File: config.mk
export PLATFORM = sky130hd
export DESIGN_NAME = mdu_ex
export DESIGN_NICKNAME = d
export VERILOG_FILES = /design/src/rtl/mdu_ex.sv
export SDC_FILE = /design/constraint.sdc
export NUM_CORES = 1
export LEC_CHECK = 0
export BUFFER_PORTS_ARGS = -buffer_cell sky130_fd_sc_hd__clkbuf_2
export CORE_ASPECT_RATIO = 1.5
export CORE_MARGIN = 4
export CORE_UTILIZATION = 46
export CTS_CLUSTER_DIAMETER = 30
export DETAILED_ROUTE_END_ITERATION = 8
export SYNTH_ARGS = -nofsm -noshare
export SYNTH_HDL_FRONTEND = slang
export SYNTH_SLANG_ARGS = --single-unit
File: constraint.sdc
create_clock -name clk -period 5.5 [get_ports clk]
set_input_delay 0.55 -clock clk [delete_from_list [all_inputs] [get_ports clk]]
set_output_delay 0.55 -clock clk [all_outputs]
set_load 0.02 [all_outputs]
File: src/rtl/mdu_ex.sv
// Iterative multiply/divide unit for the EX stage.
// Runs MULT/MULTU/DIV/DIVU as 32 shift-add or restoring-divide steps, then one
// sign-fixup cycle. MTHI/MTLO complete at the accepting edge. All state moves
// on the falling clock edge, as the rest of the pipeline does.
module mdu_ex #(
  parameter int                DATA_W  = 32,
  parameter logic [DATA_W-1:0] DIV0_LO = 32'hFFFFFFFF
) (
  input  logic              clk,
  input  logic              rst,
  input  logic              start,
  input  logic [2:0]        op,
  input  logic [DATA_W-1:0] src_a,
  input  logic [DATA_W-1:0] src_b,
  input  logic              flush,
  output logic              busy,
  output logic [DATA_W-1:0] HI_result,
  output logic [DATA_W-1:0] LO_result,
  output logic              HI_Wr,
  output logic              LO_Wr,
  output logic              div_by_zero
);

  typedef enum logic [1:0] {S_IDLE, S_MUL, S_DIV, S_FIX} state_t;

  localparam logic [5:0] LAST_STEP = 6'(DATA_W - 1);
  localparam logic [5:0] CNT_SAT   = 6'(DATA_W);

  state_t                state_q, state_d;
  logic [5:0]            cnt_q, cnt_d;
  logic [2*DATA_W-1:0]   acc_q, acc_d;     // mul: {partial hi, multiplier}; div: {remainder, dividend/quotient}
  logic [DATA_W-1:0]     opb_q, opb_d;     // multiplicand or divisor magnitude
  logic                  neg_q, neg_d;     // product sign or quotient sign
  logic                  rneg_q, rneg_d;   // remainder sign
  logic                  is_div_q, is_div_d;
  logic                  dz_q, dz_d;
  logic [DATA_W-1:0]     hi_q, hi_d;
  logic [DATA_W-1:0]     lo_q, lo_d;
  logic                  hi_wr_q, hi_wr_d;
  logic                  lo_wr_q, lo_wr_d;
  logic                  dzf_q, dzf_d;

  logic                  sgn_op;
  logic [DATA_W:0]       mul_sum;
  logic [DATA_W:0]       rem_sh;           // 33-bit partial remainder after the shift
  logic                  rem_ge;
  logic [DATA_W-1:0]     rem_sub;
  logic [2*DATA_W-1:0]   prod;

  // Absolute value of a possibly signed operand; 0x80000000 maps to itself.
  function automatic logic [DATA_W-1:0] mag(input logic [DATA_W-1:0] v, input logic sgn);
    logic signed [DATA_W-1:0] s;
    s = $signed(v);
    return (sgn && (s < 0)) ? $unsigned(-s) : v;
  endfunction

  // Conditional two's-complement negation of a single-width value.
  function automatic logic [DATA_W-1:0] cneg(input logic [DATA_W-1:0] v, input logic c);
    logic signed [DATA_W-1:0] s;
    s = $signed(v);
    return c ? $unsigned(-s) : v;
  endfunction

  // Conditional two's-complement negation of the double-width product.
  function automatic logic [2*DATA_W-1:0] cneg_dw(input logic [2*DATA_W-1:0] v, input logic c);
    logic signed [2*DATA_W-1:0] s;
    s = $signed(v);
    return c ? $unsigned(-s) : v;
  endfunction

  // Control and result registers; reset clears them and overrides start/flush.
  always_ff @(negedge clk) begin
    if (!rst) begin
      state_q <= S_IDLE;
      cnt_q   <= '0;
      hi_q    <= '0;
      lo_q    <= '0;
      hi_wr_q <= 1'b0;
      lo_wr_q <= 1'b0;
      dzf_q   <= 1'b0;
    end else begin
      state_q <= state_d;
      cnt_q   <= cnt_d;
      hi_q    <= hi_d;
      lo_q    <= lo_d;
      hi_wr_q <= hi_wr_d;
      lo_wr_q <= lo_wr_d;
      dzf_q   <= dzf_d;
    end
  end

  // Datapath registers; only meaningful while an op is in flight, so no reset.
  always_ff @(negedge clk) begin
    acc_q    <= acc_d;
    opb_q    <= opb_d;
    neg_q    <= neg_d;
    rneg_q   <= rneg_d;
    is_div_q <= is_div_d;
    dz_q     <= dz_d;
  end

  // Next-state and datapath step: accept, iterate, fix up signs, complete.
  always_comb begin
    state_d  = state_q;
    cnt_d    = cnt_q;
    acc_d    = acc_q;
    opb_d    = opb_q;
    neg_d    = neg_q;
    rneg_d   = rneg_q;
    is_div_d = is_div_q;
    dz_d     = dz_q;
    hi_d     = hi_q;
    lo_d     = lo_q;
    hi_wr_d  = 1'b0;
    lo_wr_d  = 1'b0;
    dzf_d    = 1'b0;

    sgn_op  = (op == 3'b000) || (op == 3'b010);
    mul_sum = {1'b0, acc_q[2*DATA_W-1:DATA_W]} + {1'b0, opb_q};
    rem_sh  = {acc_q[2*DATA_W-1:DATA_W], acc_q[DATA_W-1]};
    rem_ge  = rem_sh >= {1'b0, opb_q};
    // When rem_ge holds the difference is below the divisor, so 32 bits suffice.
    rem_sub = rem_sh[DATA_W-1:0] - opb_q;
    prod    = cneg_dw(acc_q, neg_q);

    unique case (state_q)
      S_IDLE: begin
        if (start && !flush) begin
          unique case (op)
            3'b000, 3'b001: begin
              acc_d    = {{DATA_W{1'b0}}, mag(src_a, sgn_op)};
              opb_d    = mag(src_b, sgn_op);
              neg_d    = sgn_op && (src_a[DATA_W-1] ^ src_b[DATA_W-1]);
              is_div_d = 1'b0;
              dz_d     = 1'b0;
              cnt_d    = '0;
              state_d  = S_MUL;
            end
            3'b010, 3'b011: begin
              is_div_d = 1'b1;
              if (src_b == '0) begin
                // Divide by zero skips iteration; HI carries the dividend.
                acc_d   = {src_a, {DATA_W{1'b0}}};
                dz_d    = 1'b1;
                state_d = S_FIX;
              end else begin
                acc_d   = {{DATA_W{1'b0}}, mag(src_a, sgn_op)};
                opb_d   = mag(src_b, sgn_op);
                neg_d   = sgn_op && (src_a[DATA_W-1] ^ src_b[DATA_W-1]);
                rneg_d  = sgn_op && src_a[DATA_W-1];
                dz_d    = 1'b0;
                cnt_d   = '0;
                state_d = S_DIV;
              end
            end
            3'b100: begin
              hi_d    = src_a;
              hi_wr_d = 1'b1;
            end
            3'b101: begin
              lo_d    = src_a;
              lo_wr_d = 1'b1;
            end
            default: ;
          endcase
        end
      end
      S_MUL: begin
        if (flush) begin
          state_d = S_IDLE;
        end else begin
          if (acc_q[0]) acc_d = {mul_sum, acc_q[DATA_W-1:1]};
          else          acc_d = {1'b0, acc_q[2*DATA_W-1:1]};
          cnt_d = (cnt_q == CNT_SAT) ? cnt_q : cnt_q + 6'd1;
          if (cnt_q == LAST_STEP) state_d = S_FIX;
        end
      end
      S_DIV: begin
        if (flush) begin
          state_d = S_IDLE;
        end else begin
          if (rem_ge) acc_d = {rem_sub, acc_q[DATA_W-2:0], 1'b1};
          else        acc_d = {rem_sh[DATA_W-1:0], acc_q[DATA_W-2:0], 1'b0};
          cnt_d = (cnt_q == CNT_SAT) ? cnt_q : cnt_q + 6'd1;
          if (cnt_q == LAST_STEP) state_d = S_FIX;
        end
      end
      S_FIX: begin
        state_d = S_IDLE;
        if (!flush) begin
          hi_wr_d = 1'b1;
          lo_wr_d = 1'b1;
          if (dz_q) begin
            hi_d  = acc_q[2*DATA_W-1:DATA_W];
            lo_d  = DIV0_LO;
            dzf_d = 1'b1;
          end else if (is_div_q) begin
            lo_d = cneg(acc_q[DATA_W-1:0], neg_q);
            hi_d = cneg(acc_q[2*DATA_W-1:DATA_W], rneg_q);
          end else begin
            hi_d = prod[2*DATA_W-1:DATA_W];
            lo_d = prod[DATA_W-1:0];
          end
        end
      end
      default: state_d = S_IDLE;
    endcase
  end

  // Outputs come straight from registers; busy covers every non-idle state.
  always_comb begin
    busy        = (state_q != S_IDLE);
    HI_result   = hi_q;
    LO_result   = lo_q;
    HI_Wr       = hi_wr_q;
    LO_Wr       = lo_wr_q;
    div_by_zero = dzf_q;
  end

endmodule

# After elaboration in Yosys (flattened, before gate mapping)

Cells that the tools add are included.

Output and inout port bits: 68
Input bits: 71
Bits in registers: 175

Equality and inequality tests: 22
Order comparisons: 3
Add/subtract/negate cells: 8
Bitwise logic cells: 4
Reductions and logical operators: 27
Multiplexer cells: 52

Operators with widths:

| operator              | count |
|---|---|
| $mux W32              | 15 |
| $mux W64              | 7 |
| $pmux W32 S2          | 3 |
| $pmux W64 S3          | 1 |
| $neg A32 Y32          | 4 |
| $pmux W64 S2          | 1 |
| $lt A32 B1 Y1 const B | 2 |
| $neg A64 Y64          | 1 |
| $add A32 B32 Y33      | 1 |
| $ge A33 B32 Y1        | 1 |
| $logic_not A32 Y1     | 1 |
| $sub A32 B32 Y32      | 1 |
| $mux W6               | 4 |
| $pmux W6 S2           | 2 |
| $reduce_and A4 Y1     | 4 |
| $ne A2 B2 Y1 const B  | 7 |
| $pmux W1 S2           | 5 |
| $mux W1               | 9 |
| $reduce_bool A2 Y1    | 4 |
| $add A6 B1 Y6 const B | 1 |
| $eq A3 B2 Y1 const B  | 2 |
| $eq A3 B3 Y1 const B  | 2 |
| $eq A6 B5 Y1 const B  | 1 |
| $eq A6 B6 Y1 const B  | 1 |
| other kinds (22)      | 36 |

# Longest topological paths before layout

Word-level depth: 8
Depth in mapped cells: 13
Mapped depth without buffers: 13

==> results.md <==
Floorplanning:
- The initial core utilization is 46.6%.
- The floorplan step defined a die boundary enclosing 35400 sq um.
- The top-level I/O count is 139.
- The region available for standard cell placement spans 31900 sq um.
- The floorplan step set the die width to 155 um.
- Measured along the y axis, the die boundary spans 228 um.
- The cell row count is 80.

Final layout:
- Compared with the post-synthesis result, the final layout area differs by 18.0%.
- The net count reported at finish is 2315.
- The repair_antennas step left the layout with diodes totalling 0.
- The number of fillers in the final layout is 3162.
- The fraction of layout cells with a size suffix above 1 is 13.7%.
- The final instance area is 17600 sq um.

Power:
- The worst IR drop on VDD is 0.261 mV.
- The analysis attributes to cell leakage a power of 7.64 nW.
- For this design the ratio of total power to cell area is 498 nW/um^2.
- After layout, the design draws a total of 0.00875 W.

Logic synthesis:
- The number of flops mapped to enable cells by yosys is 100.
- The total of warnings raised by yosys is 0.
- In this run, distinct cell masters in the synthesized netlist total 82.
- The number of synthesized register bits is 175.
- The share of flip-flops with an asynchronous set or reset is 0%.
- The average cell area after synthesis is 7.97 sq um.
- After synthesis the cells add up to 14900 sq um.
- Synthesis produced a netlist with a net count of 2014.
- The sequential-to-total area share from yosys stat is 30.3%.
- The cell count after synthesis is 1867.
- In the synthesized netlist the dominant register cell turns out to be sky130_fd_sc_hd__edfxtp_1.

Drt:
- Once detail routing completed, the nets flagged for antenna violations numbered 0.
- The number of DRC markers in iteration 0 is 1509.
- Dividing the detail-routed wire length by the instance count gives 21.7 um.
- The average via count per standard cell is 6.05.
- Summed over all layers, the routed wires come to 56200 um.
- The total number of vias is 15700.
- The post-detailed-route DRC marker count is 0.
- The total iterations of the first detailed-routing run is 9.

Critical path:
- The type of element launching the critical path is an input pin.
- The element type at the critical path end is a flop.
- The data arrival time of the worst path is 2670 ps.
- Along the worst path, the maximum fanout reaches 3.
- The type of the worst setup path is in -> reg.
- STA puts the critical path data required time at 2970 ps.

CTS:
- The number of clock buffers inserted by TritonCTS is 17.
- Buffers added to address setup during post-CTS repair amount to 0.
- The clock insertion delay at the later pin of the skew report is 500 ps.
- The maximum level of the CTS H-tree is 4.
- TritonCTS built the clock tree.
- The root buffer cell is sky130_fd_sc_hd__clkbuf_16.
- In this run, post-CTS repair resized a total of 0 instances.
- The clock sink total is 175.
- The clock slew seen by the registers of the worst setup and hold paths is 30 ps.
- The number of hold-repair buffers added at the cts stage is 0.
- The deepest clock path buffer count is 2.

Placement:
- The area of placed instances is 16300 sq um.
- The count of port buffers added during placement is 138.
- Summed over all nets, the half-perimeter wirelength after detailed placement is 43800 um.
- OpenSTA, run right after detailed placement, puts the worst setup slack at -182 ps.
- The global placer's final weighted congestion is 0.953.

Run status:
- The run finished with clean final reports.

Timing:
- Between clock sinks in the finished design, the worst skew comes to 28.6 ps.
- The relative slew slack is 34.7%.
- Setup violations remaining at the end of the flow were counted as 0.
- The final worst slack is 304 ps.
- The max-slew violation count was 0.
- The final-report hold violation count is 0.
- At the pin with the least slew margin, the transition time is 977 ps.
- The post-route setup TNS is 0 ps.
- Setup repair after global routing left no endpoint under its margin.

GRT:
- The number of antenna violations at the first check in global routing is 0.
- Entering global routing, the biggest net connects 65 pins.
- The global-route wire length before repair is 86200 um.
- The number of global-route vias before repair was 15800.
- Global routing used 31.1% of the available tracks.
- The global-route congestion overflow total is 0.

Flow run:
- Max-cap violations in this run came to 0.

Worst hold path:
- The class of the worst hold path is reg -> reg.
[layout make-up]
cell class | instances | area, sq um | share of cell area, %
Clock buffer | 17 | 425 | 2.42
Clock inverter | 190 | 805 | 4.58
Inverter | 78 | 293 | 1.67
Multi-Input combinational cell | 1498 | 9660 | 54.9
Sequential cell | 175 | 4500 | 25.6
Tap cell | 410 | 513 | 2.92
Timing Repair Buffer | 223 | 1380 | 7.85
[path summary, 6_finish.rpt]
check                     start  cells after the start  slack [ps]            end
hold reg to reg   HI_result[20]                      1         440  HI_result[20]
setup reg to reg      acc_q[53]                     10         960      acc_q[63]
hold / removal    HI_result[20]                      1         440  HI_result[20]
setup / recovery       src_b[2]                      9         300      opb_q[29]
[cell usage in the layout (no fill, tap or decap), drive strengths merged, types with 39 or more instances in the layout]
| cell | instances |
|---|---|
| inv | 267 |
| a21oi | 217 |
| clkbuf | 155 |
| nor2 | 152 |
| nand2 | 148 |
| o21ai | 145 |
| edfxtp | 100 |
| xnor2 | 94 |
| buf | 85 |
| dfxtp | 75 |
| ha | 74 |
| xor2 | 63 |
| nor3 | 60 |
| a22oi | 39 |
[cell families after synthesis]
kind of cell / Yosys count / synth area share, %
AOI/OAI and AO/OA: 666 / 28.0
buffers and inverters: 194 / 5.10
adders and majority gates: 76 / 6.49
DFF: 175 / 30.3
muxes: 24 / 1.67
xor gates and xnor gates: 157 / 9.24
and+or+nand+nor: 575 / 19.3
[critical path: stages]
cell and delay (ps):
sky130_fd_sc_hd__clkbuf_2 90, sky130_fd_sc_hd__nor3_1 370, sky130_fd_sc_hd__buf_4 190, sky130_fd_sc_hd__nand4_1 240
sky130_fd_sc_hd__nor3_1 290, sky130_fd_sc_hd__nand2_1 140, sky130_fd_sc_hd__or3_1 370, sky130_fd_sc_hd__o41ai_1 310
sky130_fd_sc_hd__xnor2_1 110
[flip-flops by register name, summed over array words and instances, names as in the netlist]
| name | cells |
|---|---|
| HI_Wr | 1 |
| HI_result | 32 |
| LO_Wr | 1 |
| LO_result | 32 |
| acc_q | 64 |
| cnt_q | 6 |
| div_by_zero | 1 |
| dz_q | 1 |
| is_div_q | 1 |
| neg_q | 1 |
| opb_q | 32 |
| rneg_q | 1 |
| state_q | 2 |
[synth_stat cells (10+ instances only)]
| library cell | number | area (sq um) |
|---|---|---|
| sky130_fd_sc_hd__mux2i_1 | 17 | 170 |
| sky130_fd_sc_hd__ha_1 | 74 | 926 |
| sky130_fd_sc_hd__xnor2_1 | 94 | 823 |
| sky130_fd_sc_hd__inv_1 | 78 | 293 |
| sky130_fd_sc_hd__and3_1 | 18 | 113 |
| sky130_fd_sc_hd__o21ai_0 | 139 | 696 |
| sky130_fd_sc_hd__a211oi_1 | 30 | 225 |
| sky130_fd_sc_hd__o21a_1 | 21 | 158 |
| sky130_fd_sc_hd__o221ai_1 | 12 | 105 |
| sky130_fd_sc_hd__a21oi_1 | 216 | 1080 |
| sky130_fd_sc_hd__or4_1 | 13 | 97.6 |
| sky130_fd_sc_hd__nand3_1 | 31 | 155 |
| sky130_fd_sc_hd__nor3_1 | 60 | 300 |
| sky130_fd_sc_hd__o22ai_1 | 29 | 181 |
| sky130_fd_sc_hd__clkbuf_1 | 96 | 360 |
| sky130_fd_sc_hd__nor4_1 | 23 | 144 |
| sky130_fd_sc_hd__or2_2 | 10 | 62.6 |
| sky130_fd_sc_hd__and2_1 | 14 | 87.6 |
| sky130_fd_sc_hd__edfxtp_1 | 100 | 3000 |
| sky130_fd_sc_hd__a22oi_1 | 39 | 293 |
| sky130_fd_sc_hd__o31ai_1 | 29 | 218 |
| sky130_fd_sc_hd__nand2_1 | 148 | 556 |
| sky130_fd_sc_hd__dfxtp_1 | 75 | 1500 |
| sky130_fd_sc_hd__o41ai_1 | 10 | 87.6 |
| sky130_fd_sc_hd__xor2_1 | 63 | 552 |
| sky130_fd_sc_hd__or3_1 | 31 | 194 |
| sky130_fd_sc_hd__nor2b_1 | 17 | 106 |
| sky130_fd_sc_hd__a31oi_1 | 22 | 138 |
| sky130_fd_sc_hd__nor2_1 | 151 | 567 |
| sky130_fd_sc_hd__nand4_1 | 11 | 68.8 |
| sky130_fd_sc_hd__a21o_1 | 35 | 263 |
| sky130_fd_sc_hd__o21bai_1 | 10 | 75.1 |
| sky130_fd_sc_hd__nand2b_1 | 13 | 81.3 |
[metrics by stage]
stage	std cells	util, %	hold slack (ps)
final	2591	55.0	445
after global routing	2591	55.0	461
after floorplan	1867	-	462
after global placement	2385	51.2	438
after CTS	2591	55.0	448
after detailed placement	2385	51.2	440
[where the power goes]
part           internal, W  switching (W)  total [W]
clock             0.000810       0.000952    0.00176
sequential         0.00184       0.000556    0.00240
combinational      0.00174        0.00285    0.00459
[per-layer routing]
metal | share of wire (%) | wire, um | global-route usage (%) | up-vias
li1 | - | - | - | 7531
met5 | 0 | 0 | 0 | -
met4 | 5.7 | 3220 | 19.4 | 0
met3 | 5.6 | 3130 | 5.74 | 176
met1 | 36 | 20500 | 32.9 | 7299
met2 | 52 | 29300 | 56.1 | 673
(Power assumes the default switching activity.)
